**src/rtl/op_receiver.sv**
```systemverilog
// op_receiver
// Serial front end of the NeXT monitor-bus path. Recovers 26-bit frames
// (start 0, 24 data bits MSB-first, stop 1) from the asynchronous host line
// and emits each 24-bit operation word with a one-cycle valid strobe.
//
// Ports:
//   clk          system clock, rising edge
//   nrst         asynchronous active-low reset
//   serial_in    raw serial line, idle high, asynchronous to clk
//   op           last received operation word (held between strobes)
//   op_valid     one-cycle strobe, op holds a new word
//   frame_error  one-cycle strobe, stop bit sampled low
//   busy         high in START, DATA, STOP and BREAK
//
// Build option:
//   OPRX_MAJORITY_EN  each bit sample is the 2-of-3 vote of rx over the
//                     cnt = 2, 1, 0 cycles instead of a single cnt = 0 sample.
//
// State | meaning
// ------+--------------------------------------------------------------
// IDLE  | line idle, watching for a falling edge of rx
// START | counting to mid start bit, rejects glitches
// DATA  | shifting in 24 data bits, one per bit cell
// STOP  | counting to mid stop bit, strobes op_valid or frame_error
// BREAK | stop bit was low, waiting for the line to return high

module op_receiver #(
    parameter int CLKS_PER_BIT = 16
) (
    input  logic        clk,
    input  logic        nrst,
    input  logic        serial_in,
    output logic [23:0] op,
    output logic        op_valid,
    output logic        frame_error,
    output logic        busy
);

    localparam int CW = (CLKS_PER_BIT > 2) ? $clog2(CLKS_PER_BIT) : 1;
    localparam logic [CW-1:0] HALF_M1 = CW'(CLKS_PER_BIT / 2 - 1);
    localparam logic [CW-1:0] FULL_M1 = CW'(CLKS_PER_BIT - 1);

    localparam logic [2:0] S_IDLE  = 3'd0;
    localparam logic [2:0] S_START = 3'd1;
    localparam logic [2:0] S_DATA  = 3'd2;
    localparam logic [2:0] S_STOP  = 3'd3;
    localparam logic [2:0] S_BREAK = 3'd4;

    logic          sync_q;
    logic          rx_q;
    logic          rx_prev_q;
    logic [2:0]    state_q,       state_d;
    logic [CW-1:0] cnt_q,         cnt_d;
    logic [4:0]    bitn_q,        bitn_d;
    logic [23:0]   sr_q,          sr_d;
    logic [23:0]   op_q,          op_d;
    logic          op_valid_q,    op_valid_d;
    logic          frame_error_q, frame_error_d;
    logic          sample;

`ifdef OPRX_MAJORITY_EN
    // rx from the previous two cycles; cnt steps down by one per cycle, so at
    // cnt = 0 these hold the cnt = 1 and cnt = 2 samples.
    logic [1:0] hist_q;

    always_ff @(posedge clk or negedge nrst) begin
        if (!nrst) hist_q <= 2'b11;
        else       hist_q <= {hist_q[0], rx_q};
    end

    assign sample = (rx_q & hist_q[0]) | (rx_q & hist_q[1]) | (hist_q[0] & hist_q[1]);
`else
    assign sample = rx_q;
`endif

    always_comb begin
        state_d       = state_q;
        cnt_d         = cnt_q;
        bitn_d        = bitn_q;
        sr_d          = sr_q;
        op_d          = op_q;
        op_valid_d    = 1'b0;
        frame_error_d = 1'b0;
        case (state_q)
            S_IDLE: begin
                // edge detection deliberately uses the raw synchronized rx
                if (rx_prev_q && !rx_q) begin
                    cnt_d   = HALF_M1;
                    state_d = S_START;
                end
            end
            S_START: begin
                if (cnt_q == '0) begin
                    if (!sample) begin
                        state_d = S_DATA;
                        cnt_d   = FULL_M1;
                        bitn_d  = 5'd0;
                    end else begin
                        state_d = S_IDLE;
                    end
                end else begin
                    cnt_d = cnt_q - CW'(1);
                end
            end
            S_DATA: begin
                if (cnt_q == '0) begin
                    sr_d   = {sr_q[22:0], sample};
                    cnt_d  = FULL_M1;
                    bitn_d = bitn_q + 5'd1;
                    if (bitn_q == 5'd23) state_d = S_STOP;
                end else begin
                    cnt_d = cnt_q - CW'(1);
                end
            end
            S_STOP: begin
                if (cnt_q == '0) begin
                    if (sample) begin
                        op_d       = sr_q;
                        op_valid_d = 1'b1;
                        state_d    = S_IDLE;
                    end else begin
                        frame_error_d = 1'b1;
                        state_d       = S_BREAK;
                    end
                end else begin
                    cnt_d = cnt_q - CW'(1);
                end
            end
            S_BREAK: begin
                // a held-low line must not be read as a stream of frames
                if (rx_q) state_d = S_IDLE;
            end
            default: state_d = S_IDLE;
        endcase
    end

    always_ff @(posedge clk or negedge nrst) begin
        if (!nrst) begin
            sync_q        <= 1'b1;
            rx_q          <= 1'b1;
            rx_prev_q     <= 1'b1;
            state_q       <= S_IDLE;
            cnt_q         <= '0;
            bitn_q        <= 5'd0;
            sr_q          <= 24'h000000;
            op_q          <= 24'h000000;
            op_valid_q    <= 1'b0;
            frame_error_q <= 1'b0;
        end else begin
            sync_q        <= serial_in;
            rx_q          <= sync_q;
            rx_prev_q     <= rx_q;
            state_q       <= state_d;
            cnt_q         <= cnt_d;
            bitn_q        <= bitn_d;
            sr_q          <= sr_d;
            op_q          <= op_d;
            op_valid_q    <= op_valid_d;
            frame_error_q <= frame_error_d;
        end
    end

    assign op          = op_q;
    assign op_valid    = op_valid_q;
    assign frame_error = frame_error_q;
    assign busy        = (state_q != S_IDLE);

endmodule

```
**config.mk**
```make
export PLATFORM = sky130hd
export DESIGN_NAME = op_receiver
export DESIGN_NICKNAME = d
export VERILOG_FILES = /design/src/rtl/op_receiver.sv
export SDC_FILE = /design/constraint.sdc
export NUM_CORES = 1
export LEC_CHECK = 0
export ABC_AREA = 1
export CAP_MARGIN = 20
export CORE_ASPECT_RATIO = 0.6
export CORE_UTILIZATION = 45
export CTS_CLUSTER_SIZE = 10
export DETAILED_ROUTE_END_ITERATION = 12
export DONT_BUFFER_PORTS = 1
export PLACE_DENSITY_LB_ADDON = 0.08
export SLEW_MARGIN = 20
export SYNTH_ARGS = -nofsm -noshare
export SYNTH_HDL_FRONTEND = slang
export SYNTH_SLANG_ARGS = --single-unit
export TNS_END_PERCENT = 100
```
**constraint.sdc**
```tcl
create_clock -name clk -period 1.46 [get_ports clk]
set_input_delay 0.292 -clock clk [delete_from_list [all_inputs] [get_ports clk]]
set_output_delay 0.292 -clock clk [all_outputs]
set_load 0.01 [all_outputs]
```
==> impl_metrics.json, run 1 <==
{
  "core_area_mm2": 0.00578,
  "setup_viol_count_final": 0,
  "diodes": 0,
  "grt_pass1_wl_um": 10000,
  "worstPathRequired_ns": 1.17,
  "gp_congestion": 0.809,
  "hold_buffers": 1,
  "use_met1_pct": 27.6,
  "grt_max_degree": 66,
  "cts_max_path_buffers": 2,
  "ir_drop_uv": 707,
  "regArea_mm2": 0.00163,
  "synth-compound-area-share_pct": 8.12,
  "power.net_switching_w": 0.00164,
  "layout_common_cells": "133 x nand2_1, 61 x dfrtp_1, 24 x o21ai_0",
  "rrSetupSlack_ns": 0.09,
  "path_clk_slew_ns": 0.07,
  "syn_area_mm2": 0.00281,
  "portBuffers": 0,
  "final_cell_area_mm2": 0.00327,
  "cts_htree_levels": 3,
  "initialDrtViolationCount": 75,
  "ys.warnings.count": 0,
  "synth_fp_nets": 324,
  "p_comb_share_pct": 26.9,
  "cp-end-kind": "primary output",
  "postRouteWirelength_um": 5550,
  "slew_headroom_pct": 79.5,
  "p_leak_nw": 1.76,
  "clk_latency_ns": 0.34,
  "grtUsageTotal_pct": 19.8,
  "worst_ep_arrival_time_ns": 1.11,
  "period_share_pct": 95.9,
  "cpMaxStageDelayCell": "dfrtp_1",
  "clockPowerShare_pct": 29.3,
  "clock_sinks": 65,
  "max_cap_viol_count": 0,
  "clockRootBuffer": "clkbuf_8",
  "p_int_w": 0.00330,
  "io_pins": 30,
  "min_period_ns": 1.40,
  "finalHoldViolCount": 65,
  "min_path_type": "in -> async",
  "cts_made_buffers": 9,
  "switching_share_pct": 33.2,
  "max_freq_ghz": 0.714,
  "clock_skew_ns": 0.00778,
  "viasPerCell": 4.87,
  "dieArea_mm2": 0.00656,
  "synthAdderAreaFrac_pct": 0.892,
  "avgSynthCellArea_um2": 8.79,
  "crit_type": "reg -> out",
  "tns_ns": 0,
  "nets": 345,
  "drv_slew": 0,
  "antenna_found_initial": 0,
  "whs_ns": -0.359,
  "yosys.area_share.simple_pct": 27.0,
  "grt.overflow.total": 0,
  "seqPwrFrac_pct": 43.7,
  "syn_inst": 319,
  "synthMuxAreaShare_pct": 0,
  "first_pass_iters": 5,
  "cpPeakStageDelay_ns": 0.38,
  "syn_to_final_growth_pct": 16.7,
  "grt_pass1_vias": 2070,
  "crit_path_cell_trace": "buf_4 > nor2_4 > nand2_2",
  "ys_seq_elements": 65,
  "status": "finished with violations",
  "drive_gt1_share_pct": 21.4,
  "ant_nets": 0,
  "wl_per_cell_um": 13.0,
  "std_cell_rows": 21,
  "die_height_um": 63.2,
  "grt_util_met3_pct": 8.28,
  "drcViolationCount": 0,
  "cts_tree": "done",
  "dieWidth_um": 104,
  "final_common_cell": "nand2_1",
  "synth_cell_types": 25,
  "violations": "hold timing",
  "synth_top_family_by_area": "simple AND/OR/NAND/NOR gates",
  "worst_pin_slew_ns": 0.307,
  "worstSetupStartpointType": "flip-flop",
  "fillCellCount": 526,
  "dp.final_hpwl_um": 3620,
  "power_w": 0.00494,
  "p_per_area_mw_per_mm2": 1510,
  "yosys.area_share.xor_xnor_pct": 0.312,
  "start_util_pct": 48.5,
  "place_area_mm2": 0.00297,
  "grt_busiest_layer": "met2",
  "vias": 2068,
  "crit_fanout": 4,
  "seq_area_frac_synth_pct": 58.1,
  "multi_input_area_mm2": 0.00108,
  "grtUsageMet2_pct": 28.1
}
power groups by stage:
stage               Sequential [W]  Combinational [W]  Clock, W
floorplan                  0.00216           0.000787         0
global placement           0.00217            0.00112         0
detailed placement         0.00217            0.00112         0
CTS                        0.00215            0.00119   0.00150
global route               0.00218            0.00150   0.00159
finish                     0.00216            0.00133   0.00145
routing by layer:
metal  part of all wire, %  vias up
met5                     0        -
met4                  0.61        0
met3                   6.5        6
met2                    40       48
met1                    53      970
li1                      -     1044
cell families (layout without fill, tap and decap cells):
logic type,count (synthesis),in the layout
AO/OA/AOI/OAI,40,40
XOR/XNOR,1,1
adder cells (fa/ha/maj),2,2
buffers and inverters,33,59
flip-flops,65,65
AND/OR/NAND/NOR,178,178
layout make-up:
cell class | count | share of cell area, %
Inverter | 21 | 2.41
Sequential cell | 65 | 49.8
Timing Repair Buffer | 22 | 5.85
Clock buffer | 11 | 4.01
Multi-Input combinational cell | 221 | 33.1
Clock inverter | 5 | 1.72
Tap cell | 80 | 3.06
through the flow:
step | util (%) | cells | hold WS (ns) | setup slack, ns
finish | 56.6 | 425 | -0.359 | 0.0602
global route | 56.6 | 425 | -0.395 | -0.00939
CTS | 55.3 | 421 | -0.379 | 0.0218
detailed placement | 51.3 | 404 | -0.00167 | -0.111
global placement | 51.3 | 404 | -0.00140 | -0.0365
floorplan | - | 319 | -0.00359 | 0.0499
state kept, by name, summed over array words and instances (netlist names):
signal       flops
op              24
sr_q            24
bitn_q           5
cnt_q            4
state_q          3
frame_error      1
op_valid         1
rx_prev_q        1
rx_q             1
sync_q           1
synthesized netlist by cell type, drive strengths merged:
cell,number,area (µm²)
dfstp,3,78.8
nand2,142,538
ha,2,25.0
nand3,15,97.6
clkbuf,4,15.0
nor2,20,109
o21ai,33,169
inv,21,78.8
a21oi,5,43.8
dfrtp,62,1550
buf,8,62.6
o31ai,1,7.51
o21bai,1,7.51
xnor2,1,8.76
nand4,1,12.5
critical path, delay by kind of cell, from the launching register on:
family	cells	cell delay [ns]
buf+inv	1	0.16
flops	1	0.38
simple gates	2	0.23
what timing repair did:
| action | 4_1_cts | 5_1_grt |
|---|---|---|
| setup buffers | 0 | 4 |
| endpoints found under the hold margin | 66 | 65 |
| setup endpoints to repair | 57 | 39 |
| gates resized for setup | 6 | 21 |
| pin swaps | 0 | 7 |
path summary, 6_finish.rpt:
kind	endpoint	depth (start not counted)	from
min in group clk	rx_q$_DFF_PN1_	0	sync_q$_DFF_PN1_
hold reg to reg	rx_q$_DFF_PN1_	0	sync_q$_DFF_PN1_
setup reg to reg	cnt_q[1]$_DFFE_PN0P_	9	cnt_q[0]$_DFFE_PN0P_
hold / removal	state_q[2]$_DFFE_PN0P_	0	nrst
setup / recovery	busy	3	state_q[0]$_DFFE_PN0P_
max in group asynchronous	rx_prev_q$_DFF_PN1_	0	nrst
Note: power is estimated with default switching activity, not from simulation.
==> run 2: changes to the inputs <==
Settings changed: CAP_MARGIN 20 to not set, MAX_ROUTING_LAYER set to met4.
==> impl_metrics.json, run 2 (synthesis gave the netlist of run 1 again) <==
{
  "setup_viol_count_final": 0,
  "antenna_found_initial": 0,
  "gp_congestion": 0.821,
  "clk_latency_ns": 0.34,
  "cpMaxStageDelayCell": "dfrtp_1",
  "worstPathRequired_ns": 1.17,
  "layout_common_cells": "133 x nand2_1, 61 x dfrtp_1, 24 x o21ai_0",
  "std_cell_rows": 21,
  "postRouteWirelength_um": 5520,
  "min_path_type": "in -> async",
  "crit_type": "reg -> out",
  "cts_tree": "done",
  "pre_cts_ws_ns": -0.111,
  "clock_skew_ns": 0.00703,
  "cts_htree_levels": 3,
  "clockPowerShare_pct": 29.5,
  "max_freq_ghz": 0.713,
  "nets": 345,
  "path_clk_slew_ns": 0.07,
  "dp.final_hpwl_um": 3620,
  "grtUsageTotal_pct": 20.4,
  "dieWidth_um": 104,
  "portBuffers": 0,
  "worstSetupStartpointType": "flip-flop",
  "grt_max_degree": 66,
  "p_int_w": 0.00330,
  "grt_pass1_vias": 2081,
  "vias": 2045,
  "p_per_area_mw_per_mm2": 1510,
  "start_util_pct": 48.5,
  "seqPwrFrac_pct": 43.7,
  "diodes": 0,
  "whs_ns": -0.359,
  "drv_slew": 0,
  "tns_ns": 0,
  "ant_nets": 0,
  "grt.overflow.total": 0,
  "worst_ep_arrival_time_ns": 1.11,
  "min_period_ns": 1.40,
  "first_pass_iters": 4,
  "clock_sinks": 65,
  "ir_drop_uv": 707,
  "syn_to_final_growth_pct": 16.7,
  "viasPerCell": 4.81,
  "clockRootBuffer": "clkbuf_8",
  "switching_share_pct": 33.3,
  "p_comb_share_pct": 26.8,
  "cpPeakStageDelay_ns": 0.38,
  "cp-end-kind": "primary output",
  "crit_fanout": 4,
  "period_share_pct": 96.0,
  "drive_gt1_share_pct": 21.4,
  "slew_headroom_pct": 80.5,
  "worst_pin_slew_ns": 0.292,
  "core_area_mm2": 0.00578,
  "finalHoldViolCount": 65,
  "power.net_switching_w": 0.00164,
  "layout_setup_ws_ns": 0.0579,
  "crit_path_cell_trace": "buf_4 > nor2_4 > nand2_2",
  "drcViolationCount": 0,
  "cts_max_path_buffers": 2,
  "io_pins": 30,
  "max_cap_viol_count": 0,
  "grt_pass1_wl_um": 10000,
  "final_common_cell": "nand2_1",
  "dieArea_mm2": 0.00656,
  "fillCellCount": 526,
  "die_height_um": 63.2,
  "p_leak_nw": 1.76,
  "initialDrtViolationCount": 73,
  "violations": "hold timing",
  "status": "finished with violations",
  "hold_buffers": 1,
  "r2r_cells": 9,
  "wl_per_cell_um": 13.0,
  "cts_made_buffers": 9
}
-- run 2: power by group through the flow --
stage	Sequential (W)	Clock (W)	Combinational, W
after floorplan	0.00216	0	0.000787
after global placement	0.00217	0	0.00112
after detailed placement	0.00217	0	0.00112
after CTS	0.00215	0.00150	0.00119
after global routing	0.00218	0.00158	0.00150
final	0.00216	0.00146	0.00132
-- run 2: cell type report --
type | count | area [µm²] | share of cell area [%]
repair buffers | 22 | 191 | 5.85
multi-input cells | 221 | 1080 | 33.1
clock inverters | 5 | 56.3 | 1.72
flip-flops and latches | 65 | 1630 | 49.8
well taps | 80 | 100 | 3.06
inverters | 21 | 78.8 | 2.41
clock buffers | 11 | 131 | 4.01
-- run 2: layer usage --
layer	share of wire [%]	global-route usage (%)	up-vias
li1	-	-	1039
met1	54	27.6	951
met2	39	28.1	47
met3	5.9	7.25	8
met4	1.0	7.50	0
met5	0	-	-
-- run 2: worst paths after layout --
check	slack (ns)	start	to
min in group clk	0.36	sync_q$_DFF_PN1_	rx_q$_DFF_PN1_
worst min register to register	0.36	sync_q$_DFF_PN1_	rx_q$_DFF_PN1_
worst max register to register	0.10	cnt_q[0]$_DFFE_PN0P_	cnt_q[1]$_DFFE_PN0P_
max in group asynchronous	1.64	nrst	rx_prev_q$_DFF_PN1_
worst min-delay path	-0.36	nrst	state_q[2]$_DFFE_PN0P_
worst max-delay path	0.06	state_q[0]$_DFFE_PN0P_	busy
-- run 2: worst max-delay path, delay by kind of cell (launching register included) --
kind | cells | cell delay (ns)
AND/OR/NAND/NOR | 2 | 0.22
flip-flops | 1 | 0.38
buffers and inverters | 1 | 0.17
-- run 2: through the flow --
| stage | cells | power (W) | utilization [%] | area [µm²] | hold WS (ns) |
|---|---|---|---|---|---|
| after floorplan | 319 | 0.00295 | - | 2810 | -0.00359 |
| after global placement | 404 | 0.00329 | 51.3 | 2970 | -0.00140 |
| after detailed placement | 404 | 0.00329 | 51.3 | 2970 | -0.00167 |
| after CTS | 421 | 0.00484 | 55.3 | 3200 | -0.379 |
| after global routing | 425 | 0.00526 | 56.6 | 3270 | -0.394 |
| final | 425 | 0.00494 | 56.6 | 3270 | -0.359 |
-- run 2: repair_timing --
item | in CTS | in global routing
setup endpoints to repair | 57 | 39
resized for setup | 6 | 21
buffers inserted | 0 | 4
pin swaps | 0 | 7
endpoints found under the hold margin | 66 | 65
